`config.mk`:
```
export PLATFORM = sky130hd
export DESIGN_NAME = stream_demux_flat
export DESIGN_NICKNAME = d
export VERILOG_FILES = /design/src/rtl/stream_pkg.sv /design/src/rtl/stream_demux_if.sv /design/src/rtl/stream_demux_slot.sv /design/src/rtl/stream_demux.sv /design/src/flat_wrapper.sv
export SDC_FILE = /design/constraint.sdc
export NUM_CORES = 1
export LEC_CHECK = 0
export CORE_UTILIZATION = 39
export CTS_CLUSTER_DIAMETER = 40
export DETAILED_ROUTE_END_ITERATION = 7
export PLACE_DENSITY = 0.75
export SLEW_MARGIN = 5
export SYNTH_ARGS = -nofsm -noshare
export SYNTH_HDL_FRONTEND = slang
export SYNTH_SLANG_ARGS = --single-unit
```
`constraint.sdc`:
```
create_clock -name clk -period 1.4 [get_ports clk]
set_input_delay 0.28 -clock clk [delete_from_list [all_inputs] [get_ports clk]]
set_output_delay 0.28 -clock clk [all_outputs]
set_load 0.05 [all_outputs]
```
`src/rtl/stream_pkg.sv`:
```
// Shared definitions for the stream demultiplexer slice.
//   sel_width(n) : select width for an n-way choice, never below 1 bit.
//   STAT_W       : width of each per-channel transfer counter.
//   STAT_MAX     : saturation value of those counters.
package stream_pkg;

  localparam int unsigned STAT_W   = 16;
  localparam logic [15:0] STAT_MAX = 16'hFFFF;

  function automatic int unsigned sel_width(input int unsigned n);
    int unsigned w;
    w = $clog2(n);
    return (w < 1) ? 1 : w;
  endfunction

endpackage

```
`src/rtl/stream_demux_if.sv`:
```
// Valid/ready bundle between one producer, the demux and CHANNELS consumers.
//   in_valid/in_ready/in_data/in_sel : producer side, in_sel picks the channel.
//   out_valid/out_ready/out_data     : per-channel consumer side; channel k
//                                      data sits at out_data[k*WIDTH +: WIDTH].
//   sel_err                          : one-cycle pulse when an out-of-range
//                                      word was accepted and dropped.
// Modports: slave = the demux, master = the surrounding producer/consumers.
interface stream_demux_if
  import stream_pkg::*;
#(
  parameter int unsigned WIDTH    = 8,
  parameter int unsigned CHANNELS = 4
) ();

  localparam int unsigned SEL_W = sel_width(CHANNELS);

  logic                      in_valid;
  logic                      in_ready;
  logic [WIDTH-1:0]          in_data;
  logic [SEL_W-1:0]          in_sel;
  logic [CHANNELS-1:0]       out_valid;
  logic [CHANNELS-1:0]       out_ready;
  logic [CHANNELS*WIDTH-1:0] out_data;
  logic                      sel_err;

  modport slave (
    input  in_valid, in_data, in_sel, out_ready,
    output in_ready, out_valid, out_data, sel_err
  );

  modport master (
    output in_valid, in_data, in_sel, out_ready,
    input  in_ready, out_valid, out_data, sel_err
  );

endinterface

```
`src/rtl/stream_demux_slot.sv`:
```
// One-entry output buffer for a single demux channel.
//   load      : write data_in this cycle (only asserted when can_load is high).
//   data_in   : word to store.
//   out_valid : buffer holds a word (the FULL/EMPTY state flop).
//   out_ready : consumer takes the word this cycle.
//   out_data  : stored word; holds its last value while empty.
//   can_load  : buffer is empty or being drained this cycle.
module stream_demux_slot #(
  parameter int unsigned WIDTH = 8
) (
  input  logic             clk,
  input  logic             rst_n,
  input  logic             load,
  input  logic [WIDTH-1:0] data_in,
  output logic             out_valid,
  input  logic             out_ready,
  output logic [WIDTH-1:0] out_data,
  output logic             can_load
);

  logic             valid_q, valid_d;
  logic [WIDTH-1:0] data_q, data_d;

  assign can_load  = !valid_q || out_ready;
  assign out_valid = valid_q;
  assign out_data  = data_q;

  always_comb begin
    valid_d = valid_q;
    data_d  = data_q;
    if (load) begin
      // Load wins over drain so a simultaneous drain+refill stays FULL.
      valid_d = 1'b1;
      data_d  = data_in;
    end else if (out_ready) begin
      valid_d = 1'b0;
    end
  end

  always_ff @(posedge clk or negedge rst_n) begin
    if (!rst_n) begin
      valid_q <= 1'b0;
      data_q  <= '0;
    end else begin
      valid_q <= valid_d;
      data_q  <= data_d;
    end
  end

endmodule

```
`src/rtl/stream_demux.sv`:
```
// Registered 1:N valid/ready demultiplexer with a one-entry buffer per channel.
//   clk, rst_n : clock and asynchronous active-low reset.
//   en         : global enable; while low no word is accepted, buffers drain.
//   bus        : stream_demux_if slave modport (producer, consumers, sel_err).
// Optional (macro STREAM_DEMUX_STATS_EN):
//   stat_clr   : synchronous clear of all transfer counters (beats increment).
//   stat_cnt   : per-channel saturating transfer counters, STAT_W bits each.
module stream_demux
  import stream_pkg::*;
#(
  parameter int unsigned WIDTH    = 8,
  parameter int unsigned CHANNELS = 4
) (
  input  logic                       clk,
  input  logic                       rst_n,
  input  logic                       en,
  stream_demux_if.slave              bus
`ifdef STREAM_DEMUX_STATS_EN
  ,
  input  logic                       stat_clr,
  output logic [CHANNELS*STAT_W-1:0] stat_cnt
`endif
);

  localparam int unsigned SEL_W = sel_width(CHANNELS);

  logic [CHANNELS-1:0] load;
  logic [CHANNELS-1:0] can_load;
  logic [CHANNELS-1:0] valid;
  logic                in_range;
  logic                sel_can_load;
  logic                accept;
  logic                sel_err_q;

  assign in_range = (32'(bus.in_sel) < CHANNELS);

  // Ready mux by loop compare so an out-of-range select never indexes past the
  // channel vector.
  always_comb begin
    sel_can_load = 1'b0;
    for (int unsigned k = 0; k < CHANNELS; k++) begin
      if (bus.in_sel == SEL_W'(k)) sel_can_load = can_load[k];
    end
  end

  assign bus.in_ready  = en && (!in_range || sel_can_load);
  assign accept        = bus.in_valid && bus.in_ready;
  assign bus.out_valid = valid;
  assign bus.sel_err   = sel_err_q;

  for (genvar k = 0; k < CHANNELS; k++) begin : g_slot
    assign load[k] = accept && (bus.in_sel == SEL_W'(k));

    stream_demux_slot #(
      .WIDTH (WIDTH)
    ) u_slot (
      .clk       (clk),
      .rst_n     (rst_n),
      .load      (load[k]),
      .data_in   (bus.in_data),
      .out_valid (valid[k]),
      .out_ready (bus.out_ready[k]),
      .out_data  (bus.out_data[k*WIDTH +: WIDTH]),
      .can_load  (can_load[k])
    );
  end

  always_ff @(posedge clk or negedge rst_n) begin
    if (!rst_n) begin
      sel_err_q <= 1'b0;
    end else begin
      sel_err_q <= accept && !in_range;
    end
  end

`ifdef STREAM_DEMUX_STATS_EN
  for (genvar k = 0; k < CHANNELS; k++) begin : g_stat
    logic [STAT_W-1:0] cnt_q;

    always_ff @(posedge clk or negedge rst_n) begin
      if (!rst_n) begin
        cnt_q <= '0;
      end else if (stat_clr) begin
        cnt_q <= '0;
      end else if (valid[k] && bus.out_ready[k] && (cnt_q != STAT_MAX)) begin
        cnt_q <= cnt_q + 1'b1;
      end
    end

    assign stat_cnt[k*STAT_W +: STAT_W] = cnt_q;
  end
`endif

endmodule

```
`src/flat_wrapper.sv`:
```
// flat-port wrapper written by rule: the top's interface ports become plain ports
module stream_demux_flat import stream_pkg::*;
#(
  parameter int unsigned WIDTH    = 8,
  parameter int unsigned CHANNELS = 4
)
  (clk, rst_n, en, bus_in_valid, bus_in_data, bus_in_sel, bus_out_ready, bus_in_ready, bus_out_valid, bus_out_data, bus_sel_err);
  stream_demux_if #(.WIDTH(WIDTH), .CHANNELS(CHANNELS)) bus_i ();
  input  logic clk;
  input  logic rst_n;
  input  logic en;
  input wire logic [$bits(bus_i.in_valid)-1:0] bus_in_valid;
  input wire logic [$bits(bus_i.in_data)-1:0] bus_in_data;
  input wire logic [$bits(bus_i.in_sel)-1:0] bus_in_sel;
  input wire logic [$bits(bus_i.out_ready)-1:0] bus_out_ready;
  output wire logic [$bits(bus_i.in_ready)-1:0] bus_in_ready;
  output wire logic [$bits(bus_i.out_valid)-1:0] bus_out_valid;
  output wire logic [$bits(bus_i.out_data)-1:0] bus_out_data;
  output wire logic [$bits(bus_i.sel_err)-1:0] bus_sel_err;
  assign bus_i.in_valid = bus_in_valid;
  assign bus_i.in_data = bus_in_data;
  assign bus_i.in_sel = bus_in_sel;
  assign bus_i.out_ready = bus_out_ready;
  assign bus_in_ready = bus_i.in_ready;
  assign bus_out_valid = bus_i.out_valid;
  assign bus_out_data = bus_i.out_data;
  assign bus_sel_err = bus_i.sel_err;
  stream_demux #(.WIDTH(WIDTH), .CHANNELS(CHANNELS)) u_core (.clk(clk), .rst_n(rst_n), .en(en), .bus(bus_i));
endmodule
```
# Word level (Yosys, flattened, before mapping)
# Cells that the tools add are included.
[totals] regBits=36 inputBits=18 output_inout_bits=38
[classes] eq_ne=3 mux=12 reduce_logical=19
[ops] cell="1-bit two-way mux" count=12
[ops] cell="2-bit nonzero test" count=4
[ops] cell="1-bit logical AND" count=6
[ops] cell="2-bit == test (second input constant)" count=2
[ops] cell="1-bit zero test" count=4
[ops] cell="1-bit logical OR" count=4
[ops] cell="2-bit by 1-bit == test with 1-bit output (second input constant)" count=1
[ops] cell="2-bit zero test" count=1

# Longest topological paths before layout
# Gate-level depths: netlist (run 1).
[logic_depth] depth_word=10 mapped_depth=4

# By module
# From an unflattened synthesis (run 1), not the netlist that was laid out.
[hier_totals] cells_unflattened=92 hier_area_um2=1557.7
[modules_own_cells] module="stream_demux_slot" n_inst=4 cells_each=20 area_each_um2=369.1 seq_area_each_um2=225.2
[modules_own_cells] module="stream_demux" n_inst=1 cells_each=12 area_each_um2=81.3 seq_area_each_um2=0.0

# Worst setup path before layout (run 1)
# No wires, ideal clock.
[synth_path] kind="input port to output port" startpoint="input port bus_in_sel[1]" endpoint="output port bus_in_ready" arrival_ns=1.465 t_required_ns=1.120 path_slack_ns=-0.345 path_stages=4 n_path_buf=1 cell_sequence="buf_2 -> nand4bb_1 -> o311ai_0 -> a21oi_1"
[synth_via] elab_chain_len=6 elab_cells_between_ends=9 classes_between="eq/ne (3); mux (4); reduce/logical (2)"
[synth_lines] item="start, declared" line="flat_wrapper.sv:14" rtl="input wire logic [$bits(bus_i.in_sel)-1:0] bus_in_sel;"
[synth_lines] item="2-bit zero test" line="stream_demux.sv:42" rtl="if (bus.in_sel == SEL_W'(k)) sel_can_load = can_load[k];"
[synth_lines] item="1-bit two-way mux (3 in series)" line="stream_demux.sv:42"
[synth_lines] item="1-bit two-way mux (*)" line="stream_demux.sv:42"
[synth_lines] item="1-bit logical AND (*)" line="stream_demux.sv:46" rtl="assign bus.in_ready = en && (!in_range || sel_can_load);"
[synth_lines] item="end, declared" line="flat_wrapper.sv:16" rtl="output wire logic [$bits(bus_i.in_ready)-1:0] bus_in_ready;"
# Mark *: on every way between the ends. The rest lies on a longest branch, timed or not.

# Worst setup path in the final report (run 1)
[layout_path] startpoint="register u_core.g_slot[1].u_slot.valid_q" endpoint="output port bus_in_ready"
[layout_via] elab_chain_len=6
[layout_lines] item="start, declared" line="stream_demux_slot.sv:21" rtl="logic valid_q, valid_d;"
[layout_lines] item="start signal, assigned" line="stream_demux_slot.sv:45" rtl="valid_q <= valid_d;"
[layout_lines] item="1-bit zero test" line="stream_demux_slot.sv:24" rtl="assign can_load = !valid_q || out_ready;"
[layout_lines] item="1-bit logical OR" line="stream_demux_slot.sv:24"
[layout_lines] item="1-bit two-way mux (3 in series)" line="stream_demux.sv:42"
[layout_lines] item="1-bit logical AND" line="stream_demux.sv:46"
# Every way passes these cells.

==> qor.txt, run 1 <==
Run status - finished with violations
Violated checks - negative setup slack
EDFF count, synth - 0
Post-route setup slack - -198 ps
Average wire per standard cell - 17.2 um
Die H - 63.5 um
N_diodes - 0
Die area - 4030 um2
Worst stage delay on the critical path - 390 ps
Initial Util - 0.425
Fin crit period - 1600 ps
YS warnings - 0
Seq/Total Area, Yosys - 0.611
Overflow after GRT - 0
Antenna violations before repair - 0
Placed wire-length estimate - 2710 um
Cts hold-fix bufs - 0
Worst path bufs/invs - 2
Vias in the first global route - 1184
Share of the synthesized area in the top cell type - 0.611
Worst hold path class - in2reg
Fillers - 205
Count of cell types in the netlist - 21
Maximum root-to-sink buffer count - 2
Largest net degree at the start of global routing - 37
Total CTS buffers - 5
Number of max-cap violations - 0
Required time of the critical path - 1120 ps
Worst EP arrival - 1320 ps
Startpoint Class - flip-flop
Core Area - 3470 um2
Post-DRT Antenna Nets - 0
Non-filler cells, final - 212
Clk slew on worst S/H paths - 70 ps
DRT iter0 DRCs - 16
Proportion of layout cells with a drive suffix above 1 - 0.633
Post-Syn Instances - 95
Final Skew - 3.25 ps
Total Routed Length - 3660 um
Multi-input gate area - 613 um2
Syn Area/Cell - 15.5 um2
Synth-to-Final Area Change - 85.6%
# rows - 21
Root Driver - clkbuf_8
Syn_nets - 113
Setup violators final - 13
Final slew viol count - 0
CP delay by family, top - flip-flops
CTS H-tree depth - 2
Layout Nets - 183
Critical setup path kind - reg2out
Global-route wire length before repair - 5940 um
GRT Total Usage - 0.197
DR pass1 iterations - 2
Slowest-stage cell, CP - dfrtp_1
Area leader, netlist - dfrtp_1
Reg area - 902 um2
Async set-or-reset flop fraction in the synthesized netlist - 1.00
Final Util - 0.789
Die Width - 63.5 um
Synthesized flop and latch total - 36
Sum Neg Setup Slack - -315 ps
Dpl cells - 202
Placer Congestion - 0.851
Power Total - 4.40 mW
Hold Fails Final Rpt - 0
Fmax - 0.626 GHz
Peak VDD IR - 1.24 mV
Clk sinks - 36
Crit path cell chain - buf_6 -> nand4bb_4 -> o311ai_4 -> a21oi_2 -> buf_12
Vias per Instance - 4.86
CTS tree - yes
Clock Latency Late Sink - 280 ps
RSZ-0062 raised after global routing - true
Lkg Pwr - 1.25 nW
I/O Buffers - 54
Synth top area cells - dfrtp_1 61%, mux2_2 24%, buf_4 3.1%
Final routed DRC violation total - 0
Cell Area, Synth - 1470 um2
Top cells by count, synth - 36 x dfrtp_1, 31 x mux2_2, 6 x buf_4
Tcrit/Tclk final - 1.14
Crit end category - primary output
Top_reg_cell synth - dfrtp_1
Top-count cell post-synth - dfrtp_1
Crit-path max FO - 2
Total number of vias - 1030
Pwr Density - 1610 nW/um2
Num ports - 56
Fin Hold WS - 324 ps
==> report_power, final <==
group          switching [mW]  internal, mW
combinational            1.03          1.09
sequential              0.247          1.26
clock                   0.374         0.402
total                    1.65          2.74
==> layout make-up <==
type	instances	area share
Timing Repair Buffer	70	0.390
Clock inverter	2	0.00503
Tap cell	46	0.0210
Clock buffer	6	0.0302
Sequential cell	36	0.330
Multi-Input combinational cell	52	0.224
==> flip-flops by register name, indices dropped and copies added (netlist names) <==
register and cells:
u_core.g_slot.u_slot.out_valid 4, u_core.g_slot.u_slot.out_data 32
==> worst register-to-register path, cell delays in order (launching register included) <==
cell and delay (ps):
dfrtp_2 440, nand2b_4 90, buf_6 90, nor3b_4 220, buf_6 170, mux2_4 300
==> routing by layer <==
metal	up-vias	routed length [um]	global-route usage
li1	466	-	-
met3	5	237	0.0743
met4	0	53	0.0739
met1	521	1510	0.225
met2	38	1850	0.331
met5	-	0	0
==> metrics by stage <==
stage               worst slack [ps]  area (um2)
floorplan                      -25.3        1480
global placement                -440        2510
detailed placement              -482        2510
CTS                             -211        2690
global route                    -257        2740
finish                          -198        2740
==> cells by family (layout without fill, tap and decap cells) <==
group,after synthesis,count (layout),share of synthesized area
compound gates,3,3,0.0127
buf+inv,7,78,0.0340
flops,36,36,0.611
mux,33,33,0.251
other cells,1,1,0.00254
simple gates,15,15,0.0883
==> cell usage in the layout, fill, tap and decap left out, types with 2 or more instances in the layout <==
cell type and count:
buf_4 8, mux2_2 23, nor3b_4 2, buf_12 38, mux2_4 8, dlygate4sd2_1 5, clkbuf_8 6, dfrtp_1 35
buf_6 7, clkdlybuf4s50_1 11, nand2b_4 3, nand2_1 2
==> final timing paths <==
kind | slack, ps | cells past startpoint | startpoint | endpoint
hold reg to reg | 570 | 1 | u_core.g_slot[1].u_slot.out_data[6] | u_core.g_slot[1].u_slot.out_data[6]
max in group asynchronous | 840 | 2 | rst_n | u_core.g_slot[2].u_slot.out_valid
min in group asynchronous | 370 | 2 | rst_n | u_core.g_slot[3].u_slot.out_valid
setup reg to reg | -30 | 5 | u_core.g_slot[2].u_slot.out_valid | u_core.g_slot[2].u_slot.out_data[1]
setup / recovery | -200 | 5 | u_core.g_slot[1].u_slot.out_valid | bus_in_ready
hold / removal | 320 | 3 | bus_out_ready[2] | u_core.g_slot[2].u_slot.out_valid
==> repair_timing <==
item / in CTS / in global routing
setup buffers: 1 / 1
pin swaps: 1 / 0
gates resized for setup: 18 / 11
cloned: 0 / 0
endpoints found under the setup margin: 33 / 17
(Power assumes the default switching activity.)
==> run 2: changes to the inputs <==
--- a/config.mk
+++ b/config.mk
@@ -5,10 +5,11 @@
 export SDC_FILE = /design/constraint.sdc
 export NUM_CORES = 1
 export LEC_CHECK = 0
-export CORE_UTILIZATION = 39
+export CORE_UTILIZATION = 41
+export CTS_BUF_LIST = sky130_fd_sc_hd__clkbuf_4
 export CTS_CLUSTER_DIAMETER = 40
 export DETAILED_ROUTE_END_ITERATION = 7
-export PLACE_DENSITY = 0.75
+export PLACE_DENSITY = 0.78
 export SLEW_MARGIN = 5
 export SYNTH_ARGS = -nofsm -noshare
 export SYNTH_HDL_FRONTEND = slang
==> run 2 against run 1 <==
  * The flow still finishes with violations (negative setup slack)
  * Critical path type is now in2out
  * Critical path depth stayed put
  * Core utilization is 2.5 points higher
  * Critical endpoint unchanged
  * Maximum frequency is 4.0% lower
  * Clock power is 5.0% lower
==> qor.txt, run 2 (synthesis results as in run 1) <==
Run status - finished with violations
Violated checks - negative setup slack
Total Routed Length - 3650 um
Total number of vias - 1059
Vias in the first global route - 1110
Die area - 3840 um2
Final routed DRC violation total - 0
Largest register FFs - 32
Die Width - 62.0 um
Post-route setup slack - -264 ps
N_diodes - 0
Cts hold-fix bufs - 0
Number of max-cap violations - 0
Crit path cell chain - clkdlybuf4s50_1 -> nand4bb_4 -> o311ai_4 -> a21oi_2 -> buf_12
RSZ-0062 raised after global routing - true
Average wire per standard cell - 17.1 um
Most frequent cells in the layout - 41 x buf_12, 36 x dfrtp_1, 23 x mux2_2, 13 x clkdlybuf4s50_1
Core Area - 3390 um2
Synth-to-Final Area Change - 87.1%
GRT Total Usage - 0.207
Pwr Density - 1580 nW/um2
Non-filler cells, final - 213
Overflow after GRT - 0
Critical setup path kind - in2out
Initial Util - 0.435
Final Util - 0.814
Antenna violations before repair - 0
DR pass1 iterations - 4
Fin crit period - 1660 ps
Worst R2R Setup Slack - -50 ps
DRT iter0 DRCs - 16
Maximum root-to-sink buffer count - 2
Layout Nets - 184
Lkg Pwr - 1.24 nW
Final slew viol count - 0
Root Driver - clkbuf_4
Most common cell after layout, fill and taps aside - buf_12
Vias per Instance - 4.97
Tcrit/Tclk final - 1.19
Slowest-stage cell, CP - clkdlybuf4s50_1
Worst stage delay on the critical path - 510 ps
Crit-path max FO - 2
I/O Buffers - 54
Total CTS buffers - 5
Worst path bufs/invs - 2
Dpl cells - 202
Power Total - 4.36 mW
Crit end category - primary output
CP delay by family, top - buffers and inverters
Required time of the critical path - 1120 ps
Setup violators final - 10
Largest net degree at the start of global routing - 37
Worst EP arrival - 1380 ps
Final Skew - 8.56 ps
Fillers - 173
Post-DRT Antenna Nets - 0
# rows - 21
CTS tree - yes
Placed wire-length estimate - 2570 um
Peak VDD IR - 1.11 mV
Num ports - 56
Worst hold path class - in2async
Clk slew on worst S/H paths - 110 ps
Startpoint Class - input port
Clock Latency Late Sink - 340 ps
Global-route wire length before repair - 5400 um
Clk sinks - 36
Die H - 62.0 um
Fmax - 0.601 GHz
Proportion of layout cells with a drive suffix above 1 - 0.629
Hold Fails Final Rpt - 0
Placer Congestion - 0.764
CTS H-tree depth - 2
[run 2: cell types whose count changed in the layout (fill, tap and decap cells not counted), moves of 2 or more]
cell / delta
clkbuf_4: +6
clkbuf_8: -6
buf_12: +3
buf_6: -3
nand2b_4: -3
clkdlybuf4s50_1: +2
nand2b_1: +2
[run 2: where the power goes]
part	switching [mW]	total (mW)	internal (mW)
logic	1.04	2.13	1.10
registers	0.235	1.49	1.25
clock network	0.343	0.737	0.394
[run 2: final timing paths]
kind | from | end | cells past startpoint
setup / recovery | bus_out_ready[1] | bus_in_ready | 5
hold / removal | rst_n | u_core.g_slot[1].u_slot.out_data[1] | 2
setup reg to reg | u_core.g_slot[1].u_slot.out_valid | u_core.g_slot[1].u_slot.out_data[6] | 5
hold reg to reg | u_core.g_slot[0].u_slot.out_data[6] | u_core.g_slot[0].u_slot.out_data[6] | 1
max in group asynchronous | rst_n | u_core.g_slot[1].u_slot.out_data[6] | 2
min in group clk | bus_in_sel[1] | u_core.g_slot[2].u_slot.out_valid | 3
[run 2: stage by stage]
| step | hold slack [ps] | setup WS (ps) | setup TNS (ps) | instance area (um2) |
|---|---|---|---|---|
| after CTS | 288 | -313 | -673 | 2710 |
| after detailed placement | 563 | -451 | -13050 | 2550 |
| after floorplan | -15.6 | -25.3 | -183 | 1480 |
| after global routing | 300 | -341 | -1400 | 2760 |
| final | 298 | -264 | -628 | 2760 |
| after global placement | 528 | -389 | -11850 | 2550 |
[run 2: final cells by class]
cell class,count,area [um2],area share
sequential,36,901,0.327
clock buffer,6,45.0,0.0163
multi-input combinational,52,601,0.218
timing repair buffer,71,1120,0.406
clock inverter,2,35.0,0.0127
tap,46,57.6,0.0209
[run 2: routing by layer]
metal,part of all wire,global-route usage
met5,0,0
met4,0.020,0.0762
met3,0.095,0.110
met2,0.47,0.339
met1,0.41,0.228
[run 2: repair_timing]
item | 4_1_cts | 5_1_grt
setup endpoints to repair | 21 | 17
gates cloned | 1 | 0
setup buffers | 2 | 1
pin swaps | 2 | 1
hold endpoints to repair | 0 | 0
resized for setup | 13 | 10
